## src/rtl/mul_wb_merge_pkg.sv

```systemverilog
// Shared definitions for the multiply writeback merge block: default
// geometry, port-grant encoding and the back-pressure threshold helper.
package mul_wb_merge_pkg;

    localparam int REG_SIZE_DEF = 32;
    localparam int REG_ADDR_DEF = 5;
    localparam int MUL_LAT_DEF  = 4;
    localparam int DEPTH_DEF    = 8;

    // Which source owns the register-file write port this cycle.
    typedef enum logic [1:0] {
        GRANT_IDLE = 2'd0,
        GRANT_WB   = 2'd1,
        GRANT_POP  = 2'd2,
        GRANT_BYP  = 2'd3
    } grant_e;

    // Highest occupancy that still leaves room for every multiply already
    // in flight when the stall is raised.
    function automatic int stall_threshold(input int depth, input int mul_lat);
        return depth - mul_lat - 1;
    endfunction

endpackage

```

## src/rtl/mul_wb_fifo.sv

```systemverilog
// In-order buffer for multiply results that lost the write port.
// Circular storage with wrap-bit pointers, per-entry valid bits that can be
// cleared by a WAW squash, and parallel destination compares for hazards.
module mul_wb_fifo
    import mul_wb_merge_pkg::*;
#(
    parameter int REG_SIZE = REG_SIZE_DEF,
    parameter int REG_ADDR = REG_ADDR_DEF,
    parameter int DEPTH    = DEPTH_DEF,
    localparam int AW      = $clog2(DEPTH)
) (
    input  logic                clk,
    input  logic                rst_n,
    input  logic                push,
    input  logic [REG_ADDR-1:0] push_wreg,
    input  logic [REG_SIZE-1:0] push_data,
    input  logic                pop,
    input  logic                sq_en,
    input  logic [REG_ADDR-1:0] sq_wreg,
    input  logic [REG_ADDR-1:0] cmp_a,
    input  logic [REG_ADDR-1:0] cmp_b,
    output logic                head_valid,
    output logic [REG_ADDR-1:0] head_wreg,
    output logic [REG_SIZE-1:0] head_data,
    output logic [AW:0]         count_next,
    output logic                empty,
    output logic                full,
    output logic                hit_a,
    output logic                hit_b
);

    logic [AW:0]         head_r;
    logic [AW:0]         tail_r;
    logic                valid_r [DEPTH];
    logic [REG_ADDR-1:0] wreg_r  [DEPTH];
    logic [REG_SIZE-1:0] data_r  [DEPTH];

    logic [AW:0]   count_s;
    logic          push_ok_s;
    logic          pop_ok_s;
    logic [AW-1:0] head_idx_s;
    logic [AW-1:0] tail_idx_s;

    assign count_s    = tail_r - head_r;
    assign empty      = (count_s == {(AW+1){1'b0}});
    assign full       = (count_s == (AW+1)'(DEPTH));
    // A full buffer still accepts a push when the head leaves the same cycle.
    assign push_ok_s  = push & (~full | pop);
    assign pop_ok_s   = pop & ~empty;
    assign count_next = count_s + {{AW{1'b0}}, push_ok_s} - {{AW{1'b0}}, pop_ok_s};
    assign head_idx_s = head_r[AW-1:0];
    assign tail_idx_s = tail_r[AW-1:0];

    assign head_valid = valid_r[head_idx_s];
    assign head_wreg  = wreg_r[head_idx_s];
    assign head_data  = data_r[head_idx_s];

    // Advance head/tail pointers on accepted pops and pushes.
    always_ff @(posedge clk or negedge rst_n) begin
        if (!rst_n) begin
            head_r <= {(AW+1){1'b0}};
            tail_r <= {(AW+1){1'b0}};
        end else begin
            if (pop_ok_s) begin
                head_r <= head_r + {{AW{1'b0}}, 1'b1};
            end
            if (push_ok_s) begin
                tail_r <= tail_r + {{AW{1'b0}}, 1'b1};
            end
        end
    end

    // Entry storage: push writes the tail slot, pop and WAW squash clear valids.
    always_ff @(posedge clk or negedge rst_n) begin
        if (!rst_n) begin
            for (int i = 0; i < DEPTH; i++) begin
                valid_r[i] <= 1'b0;
                wreg_r[i]  <= {REG_ADDR{1'b0}};
                data_r[i]  <= {REG_SIZE{1'b0}};
            end
        end else begin
            for (int i = 0; i < DEPTH; i++) begin
                if (push_ok_s && (tail_idx_s == AW'(i))) begin
                    valid_r[i] <= 1'b1;
                    wreg_r[i]  <= push_wreg;
                    data_r[i]  <= push_data;
                end else if (pop_ok_s && (head_idx_s == AW'(i))) begin
                    valid_r[i] <= 1'b0;
                end else if (sq_en && (wreg_r[i] == sq_wreg)) begin
                    valid_r[i] <= 1'b0;
                end else begin
                    valid_r[i] <= valid_r[i];
                end
            end
        end
    end

    // Parallel destination compare against every live entry for hazard lookup.
    always_comb begin
        hit_a = 1'b0;
        hit_b = 1'b0;
        for (int i = 0; i < DEPTH; i++) begin
            if (valid_r[i] && (wreg_r[i] == cmp_a)) begin
                hit_a = 1'b1;
            end else begin
                hit_a = hit_a;
            end
            if (valid_r[i] && (wreg_r[i] == cmp_b)) begin
                hit_b = 1'b1;
            end else begin
                hit_b = hit_b;
            end
        end
    end

endmodule

```

## src/rtl/mul_wb_merge.sv

```systemverilog
// Merges the multiply pipeline's results onto the register-file write port
// shared with main-pipeline writeback. Writeback always wins; displaced
// multiply results queue in order and drain on idle cycles.
module mul_wb_merge
    import mul_wb_merge_pkg::*;
#(
    parameter int REG_SIZE = REG_SIZE_DEF,
    parameter int REG_ADDR = REG_ADDR_DEF,
    parameter int DEPTH    = DEPTH_DEF,
    parameter int MUL_LAT  = MUL_LAT_DEF
) (
    input  logic                clk,
    input  logic                rst_n,
    input  logic                mul_regwrite_in,
    input  logic [REG_ADDR-1:0] mul_wreg_in,
    input  logic [REG_SIZE-1:0] mul_result_in,
    input  logic                mul_overflow_in,
    input  logic                wb_regwrite_in,
    input  logic [REG_ADDR-1:0] wb_wreg_in,
    input  logic [REG_SIZE-1:0] wb_data_in,
    input  logic [REG_ADDR-1:0] hz_raddr_a,
    input  logic [REG_ADDR-1:0] hz_raddr_b,
    input  logic                ovf_clr,
    output logic                rf_we,
    output logic [REG_ADDR-1:0] rf_waddr,
    output logic [REG_SIZE-1:0] rf_wdata,
    output logic                hz_hit_a,
    output logic                hz_hit_b,
    output logic                mul_stall_out,
    output logic                mul_ovf_flag,
    output logic                fifo_err
);

    localparam int AW = $clog2(DEPTH);
    localparam logic [AW:0] STALL_TH = (AW+1)'(stall_threshold(DEPTH, MUL_LAT));

    logic                mul_valid_s;
    logic                mul_live_s;
    logic                wb_valid_s;
    logic                ovf_set_s;
    grant_e              grant_s;
    logic                push_s;
    logic                pop_s;
    logic                push_drop_s;
    logic                we_nxt_s;
    logic [REG_ADDR-1:0] waddr_nxt_s;
    logic [REG_SIZE-1:0] wdata_nxt_s;

    logic                head_valid_s;
    logic [REG_ADDR-1:0] head_wreg_s;
    logic [REG_SIZE-1:0] head_data_s;
    logic [AW:0]         count_next_s;
    logic                fifo_empty_s;
    logic                fifo_full_s;
    logic                fifo_hit_a_s;
    logic                fifo_hit_b_s;

    // Register 0 is never written; overflowed multiplies are discarded.
    assign mul_valid_s = mul_regwrite_in & ~mul_overflow_in & (mul_wreg_in != {REG_ADDR{1'b0}});
    assign wb_valid_s  = wb_regwrite_in & (wb_wreg_in != {REG_ADDR{1'b0}});
    assign ovf_set_s   = mul_regwrite_in & mul_overflow_in;
    // A same-cycle multiply to the writeback's destination is older, so it dies.
    assign mul_live_s  = mul_valid_s & ~(wb_valid_s & (mul_wreg_in == wb_wreg_in));

    // Port arbitration: writeback, then buffered head, then bypass.
    always_comb begin
        grant_s = GRANT_IDLE;
        if (wb_valid_s) begin
            grant_s = GRANT_WB;
        end else if (!fifo_empty_s) begin
            grant_s = GRANT_POP;
        end else if (mul_live_s) begin
            grant_s = GRANT_BYP;
        end else begin
            grant_s = GRANT_IDLE;
        end
    end

    // Select the next write-port contents for the granted source.
    always_comb begin
        we_nxt_s    = 1'b0;
        waddr_nxt_s = {REG_ADDR{1'b0}};
        wdata_nxt_s = {REG_SIZE{1'b0}};
        pop_s       = 1'b0;
        case (grant_s)
            GRANT_WB: begin
                we_nxt_s    = 1'b1;
                waddr_nxt_s = wb_wreg_in;
                wdata_nxt_s = wb_data_in;
            end
            GRANT_POP: begin
                // A squashed head still consumes its slot as a no-write cycle.
                pop_s       = 1'b1;
                we_nxt_s    = head_valid_s;
                waddr_nxt_s = head_valid_s ? head_wreg_s : {REG_ADDR{1'b0}};
                wdata_nxt_s = head_valid_s ? head_data_s : {REG_SIZE{1'b0}};
            end
            GRANT_BYP: begin
                we_nxt_s    = 1'b1;
                waddr_nxt_s = mul_wreg_in;
                wdata_nxt_s = mul_result_in;
            end
            default: begin
                we_nxt_s    = 1'b0;
                waddr_nxt_s = {REG_ADDR{1'b0}};
                wdata_nxt_s = {REG_SIZE{1'b0}};
            end
        endcase
    end

    assign push_s      = mul_live_s & (grant_s != GRANT_BYP);
    assign push_drop_s = push_s & fifo_full_s & ~pop_s;

    mul_wb_fifo #(
        .REG_SIZE (REG_SIZE),
        .REG_ADDR (REG_ADDR),
        .DEPTH    (DEPTH)
    ) u_fifo (
        .clk        (clk),
        .rst_n      (rst_n),
        .push       (push_s),
        .push_wreg  (mul_wreg_in),
        .push_data  (mul_result_in),
        .pop        (pop_s),
        .sq_en      (wb_valid_s),
        .sq_wreg    (wb_wreg_in),
        .cmp_a      (hz_raddr_a),
        .cmp_b      (hz_raddr_b),
        .head_valid (head_valid_s),
        .head_wreg  (head_wreg_s),
        .head_data  (head_data_s),
        .count_next (count_next_s),
        .empty      (fifo_empty_s),
        .full       (fifo_full_s),
        .hit_a      (fifo_hit_a_s),
        .hit_b      (fifo_hit_b_s)
    );

    assign hz_hit_a = (hz_raddr_a != {REG_ADDR{1'b0}}) &
                      (fifo_hit_a_s | (mul_valid_s & (mul_wreg_in == hz_raddr_a)));
    assign hz_hit_b = (hz_raddr_b != {REG_ADDR{1'b0}}) &
                      (fifo_hit_b_s | (mul_valid_s & (mul_wreg_in == hz_raddr_b)));

    // Register-file write port registers.
    always_ff @(posedge clk or negedge rst_n) begin
        if (!rst_n) begin
            rf_we    <= 1'b0;
            rf_waddr <= {REG_ADDR{1'b0}};
            rf_wdata <= {REG_SIZE{1'b0}};
        end else begin
            rf_we    <= we_nxt_s;
            rf_waddr <= waddr_nxt_s;
            rf_wdata <= wdata_nxt_s;
        end
    end

    // Back-pressure from next-cycle occupancy, plus sticky status flags.
    always_ff @(posedge clk or negedge rst_n) begin
        if (!rst_n) begin
            mul_stall_out <= 1'b0;
            mul_ovf_flag  <= 1'b0;
            fifo_err      <= 1'b0;
        end else begin
            mul_stall_out <= (count_next_s > STALL_TH);
            if (ovf_set_s) begin
                mul_ovf_flag <= 1'b1;
            end else if (ovf_clr) begin
                mul_ovf_flag <= 1'b0;
            end else begin
                mul_ovf_flag <= mul_ovf_flag;
            end
            if (push_drop_s) begin
                fifo_err <= 1'b1;
            end else begin
                fifo_err <= fifo_err;
            end
        end
    end

endmodule

```

## config.mk

```make
export PLATFORM = sky130hd
export DESIGN_NAME = mul_wb_merge
export DESIGN_NICKNAME = d
export VERILOG_FILES = /design/src/rtl/mul_wb_merge_pkg.sv /design/src/rtl/mul_wb_fifo.sv /design/src/rtl/mul_wb_merge.sv
export SDC_FILE = /design/constraint.sdc
export NUM_CORES = 1
export LEC_CHECK = 0
export CAP_MARGIN = 15
export CORE_MARGIN = 5
export CORE_UTILIZATION = 40
export DETAILED_ROUTE_END_ITERATION = 10
export GPL_ROUTABILITY_DRIVEN = 1
export GPL_TIMING_DRIVEN = 0
export PLACE_DENSITY = 0.64
export RECOVER_POWER = 100
export REMOVE_ABC_BUFFERS = 1
export SLEW_MARGIN = 15
export SYNTH_ARGS = -nofsm -noshare
export SYNTH_HDL_FRONTEND = slang
export SYNTH_SLANG_ARGS = --single-unit
```

## constraint.sdc

```tcl
create_clock -name clk -period 11 [get_ports clk]
set_input_delay 2.2 -clock clk [delete_from_list [all_inputs] [get_ports clk]]
set_output_delay 2.2 -clock clk [all_outputs]
set_load 0.02 [all_outputs]
```

==> flow_summary.json <==
{
  "ys_seq_elements": 353,
  "cts_hold_buf": 0,
  "stdcell_count": 1967,
  "post_synth_mux_area_share": 0.309,
  "antenna_violations_before_repair": 3,
  "postCtsSetupRepairBufs": 0,
  "timing.final.setup_violations": 0,
  "fp-row-count": 76,
  "setup.worst_path.class": "in2reg",
  "synth_edf_count": 0,
  "synth_compound_gate_area_share": 0.0371,
  "synthCells": 1251,
  "failed_checks": "capacitance limit, slew limit",
  "timing_worst_slew_pin_value_ns": 4.38,
  "synth_sequential_area_ratio": 0.503,
  "cp_data_arrival_time_ns": 9.23,
  "crit_path_max_incr_delay_ns": 1.57,
  "hold_class": "reg2reg",
  "post-synth-top-area-cell": "dfrtp_1",
  "power_density_nw_per_um2": 289,
  "ctsHtreeMaxLevel": 2,
  "intPower_uw": 3990,
  "post_synth_xor_area_fraction": 0.0713,
  "drtPass1Iterations": 5,
  "ys_warn_count": 0,
  "grt_use_total": 0.186,
  "post_cts_resize_count": 0,
  "ctsLongestPathBuffers": 3,
  "drc": 0,
  "synth_async_sr_flop_share": 1.00,
  "core_area_um2": 43300,
  "detailroute.via_count": 10800,
  "grt_setup_unrepaired": "no",
  "avgRoutedWirePerCell_um": 22.5,
  "overflow": 0,
  "max-cap-violations": 11,
  "seqPwrFrac": 0.395,
  "numCtsBuffers": 40,
  "post_synth.cell_area_avg_um2": 14.0,
  "routing_usage_on_met2": 0.302,
  "final_net_count": 1464,
  "max-slew-margin-rel": -1.92,
  "area_growth_syn_to_layout_pct": 17.5,
  "cp_slowest_cell": "clkbuf_1",
  "hold-path-endpoint": "fifo_err$_DFFE_PN0P_",
  "cts_tree": "built",
  "end_kind": "flop",
  "die_y_um": 220,
  "mostFrequentLayoutCell": "dfrtp_1",
  "worstPathMaxFanout": 25,
  "routed_wirelength_um": 44300,
  "synth_simple_gate_area_frac": 0.0363,
  "die_area_um2": 48200,
  "initial_core_utilization": 0.406,
  "worst_ep_required_time_ns": 11.41,
  "post-route-util": 0.477,
  "main_combinational_cell_family_by_area_after_synthesis": "multiplexers",
  "post_synth_instance_area_um2": 17600,
  "worstHoldStart": "fifo_err$_DFFE_PN0P_",
  "boundary_pins": 133,
  "switchingPower_uw": 1970,
  "reg2reg_from": "u_fifo.head_r[2]$_DFFE_PN0P_",
  "synth.top_cell.area_share": 0.503,
  "irDropWorstVdd_uv": 156,
  "hold-path-cell-count": 1,
  "die_width_um": 220,
  "post-route-min-period_ns": 8.82,
  "cts_root_buf": "clkbuf_16",
  "rr_endpoint": "u_fifo.data_r[173]$_DFFE_PN0P_",
  "fmax_mhz": 113,
  "port-buffer-count": 132,
  "grt_util_met3": 0.0339,
  "leakage_uw": 0.00891,
  "dpl.cell_count": 1896,
  "fraction_of_layout_instances_using_a_drive_strength_above_1": 0.308,
  "use_met1": 0.261,
  "drt-vias-per-instance": 5.47,
  "detailedPlacementHpwl_um": 27200,
  "grt_first_pass_wirelength_um": 69500,
  "worstPathCellList": "dlygate4sd3_1, or2_0, o41a_1, clkbuf_1, a31oi_1, a21boi_4, nand3_1, clkbuf_1, mux2_2",
  "critical-path-top-cell-by-count": "clkbuf_1",
  "violation_count_after_the_first_detailed_route_iteration": 681,
  "largest_net_degree_at_the_start_of_global_routing": 106,
  "fillerInstances": 3847,
  "power.switching_fraction": 0.331,
  "r2r.worst_path.cells": 11,
  "combinationalPowerShare": 0.388,
  "postRouteAntennaNets": 0,
  "final_cell_mix": "dfrtp_1 (351), mux2_2 (277), xor2_1 (95)",
  "worst_setup_hold_path_clk_slew_ns": 0.06,
  "number_of_global_route_vias_before_repair": 11700,
  "globalRoute.busiestLayer": "met2",
  "timing.final.crit_share": 0.802,
  "clock_sinks": 353,
  "final_hold_viol_count": 0,
  "ff2ff_setup_slack_ns": 5.28,
  "yosys.area_share.adder": 0.0154,
  "diodes": 0,
  "clock_skew_ns": 0.00881,
  "cp-start-kind": "primary input",
  "synth.lib_cells_used.distinct": 43,
  "gp_congestion": 0.854,
  "main_area_contributors_after_synthesis": "dfrtp_1 (50%), mux2_2 (18%), mux4_2 (9.7%), xor2_1 (4.7%), xnor2_1 (2.4%)",
  "clkPwrFrac": 0.217,
  "run_status": "finished with violations",
  "fin_hold_ws_ns": 0.465,
  "final-max-slew-violation-count": 342,
  "synthFlopType": "dfrtp_1",
  "clock_latency_ns": 0.53
}
through the flow:
stage | setup TNS [ns] | instance area (µm²) | power (µW) | setup WS [ns]
2_1_floorplan | 0 | 17100 | 4010 | 4.43
3_3_place_gp | -2692.57 | 19200 | 4730 | -7.64
3_5_place_dp | 0 | 19700 | 4780 | 3.63
4_1_cts | 0 | 20900 | 6110 | 3.62
5_1_grt | 0 | 20600 | 6350 | 1.85
6_report | 0 | 20600 | 5960 | 2.18
cells by family after synthesis:
group | Yosys count
AOI/OAI and AO/OA | 98
xor gates and xnor gates | 143
adders and majority gates | 21
buffers and inverters | 103
DFF | 353
muxes | 407
and+or+nand+nor | 126
power groups by stage:
stage	registers, µW	clock network [µW]	logic, µW
finish	2350	1300	2310
global route	2430	1390	2530
CTS	2360	1340	2420
detailed placement	2380	0	2400
global placement	2450	0	2280
floorplan	2350	0	1660
cell type report:
| type | count | area (µm²) | share of cell area |
|---|---|---|---|
| Sequential cell | 353 | 8840 | 0.428 |
| Inverter | 12 | 47.5 | 0.00230 |
| Clock buffer | 59 | 1180 | 0.0574 |
| Clock inverter | 12 | 98.8 | 0.00479 |
| Tap cell | 585 | 732 | 0.0355 |
| Multi-Input combinational cell | 795 | 8210 | 0.398 |
| Timing Repair Buffer | 151 | 1530 | 0.0739 |
critical path, delay by kind of cell:
family / cells / cell delay (ns)
mux: 1 / 0.46
simple gates: 2 / 0.97
buf+inv: 3 / 3.93
compound gates: 3 / 1.63
layer usage:
metal,wire (µm),share of wire
met3,2280,0.051
met2,21200,0.48
met1,20000,0.45
met4,866,0.020
met5,34,0.00077
worst max path at each step:
stage	startpoint	end	slack [ns]	cells after the start
floorplan	u_fifo.head_r[0]$_DFFE_PN0P_	u_fifo.data_r[100]$_DFFE_PN0P_	4.43	11
global placement	rst_n	u_fifo.data_r[159]$_DFFE_PN0P_	-7.64	1
detailed placement	mul_wreg_in[0]	hz_hit_b	3.63	7
CTS	mul_wreg_in[0]	hz_hit_b	3.62	7
global route	wb_wreg_in[2]	u_fifo.data_r[117]$_DFFE_PN0P_	1.85	9
finish	wb_wreg_in[2]	u_fifo.data_r[120]$_DFFE_PN0P_	2.18	9
sequential cells by signal, summed over array words and instances (netlist names):
name / flops
fifo_err: 1
mul_ovf_flag: 1
mul_stall_out: 1
rf_waddr: 5
rf_wdata: 32
rf_we: 1
u_fifo.data_r: 256
u_fifo.head_r: 4
u_fifo.tail_r: 4
u_fifo.valid_r: 8
u_fifo.wreg_r: 40
synthesized netlist by cell type (all sizes together) (2+ instances only):
master and instances:
and3 4, o41ai 4, and2 2, clkbuf 45, o21ai 34, ha 20, nor3 10, nor2b 2
nand4 11, xnor2 48, nor4 18, a22oi 27, mux2 297, nand3 37, dfrtp 353, inv 12
mux4 76, buf 46, nand2 22, o22a 5, a31oi 3, a21oi 14, mux2i 34, nor2 17
a21o 3, a221o 4, xor2 95
(Power assumes the default switching activity.)
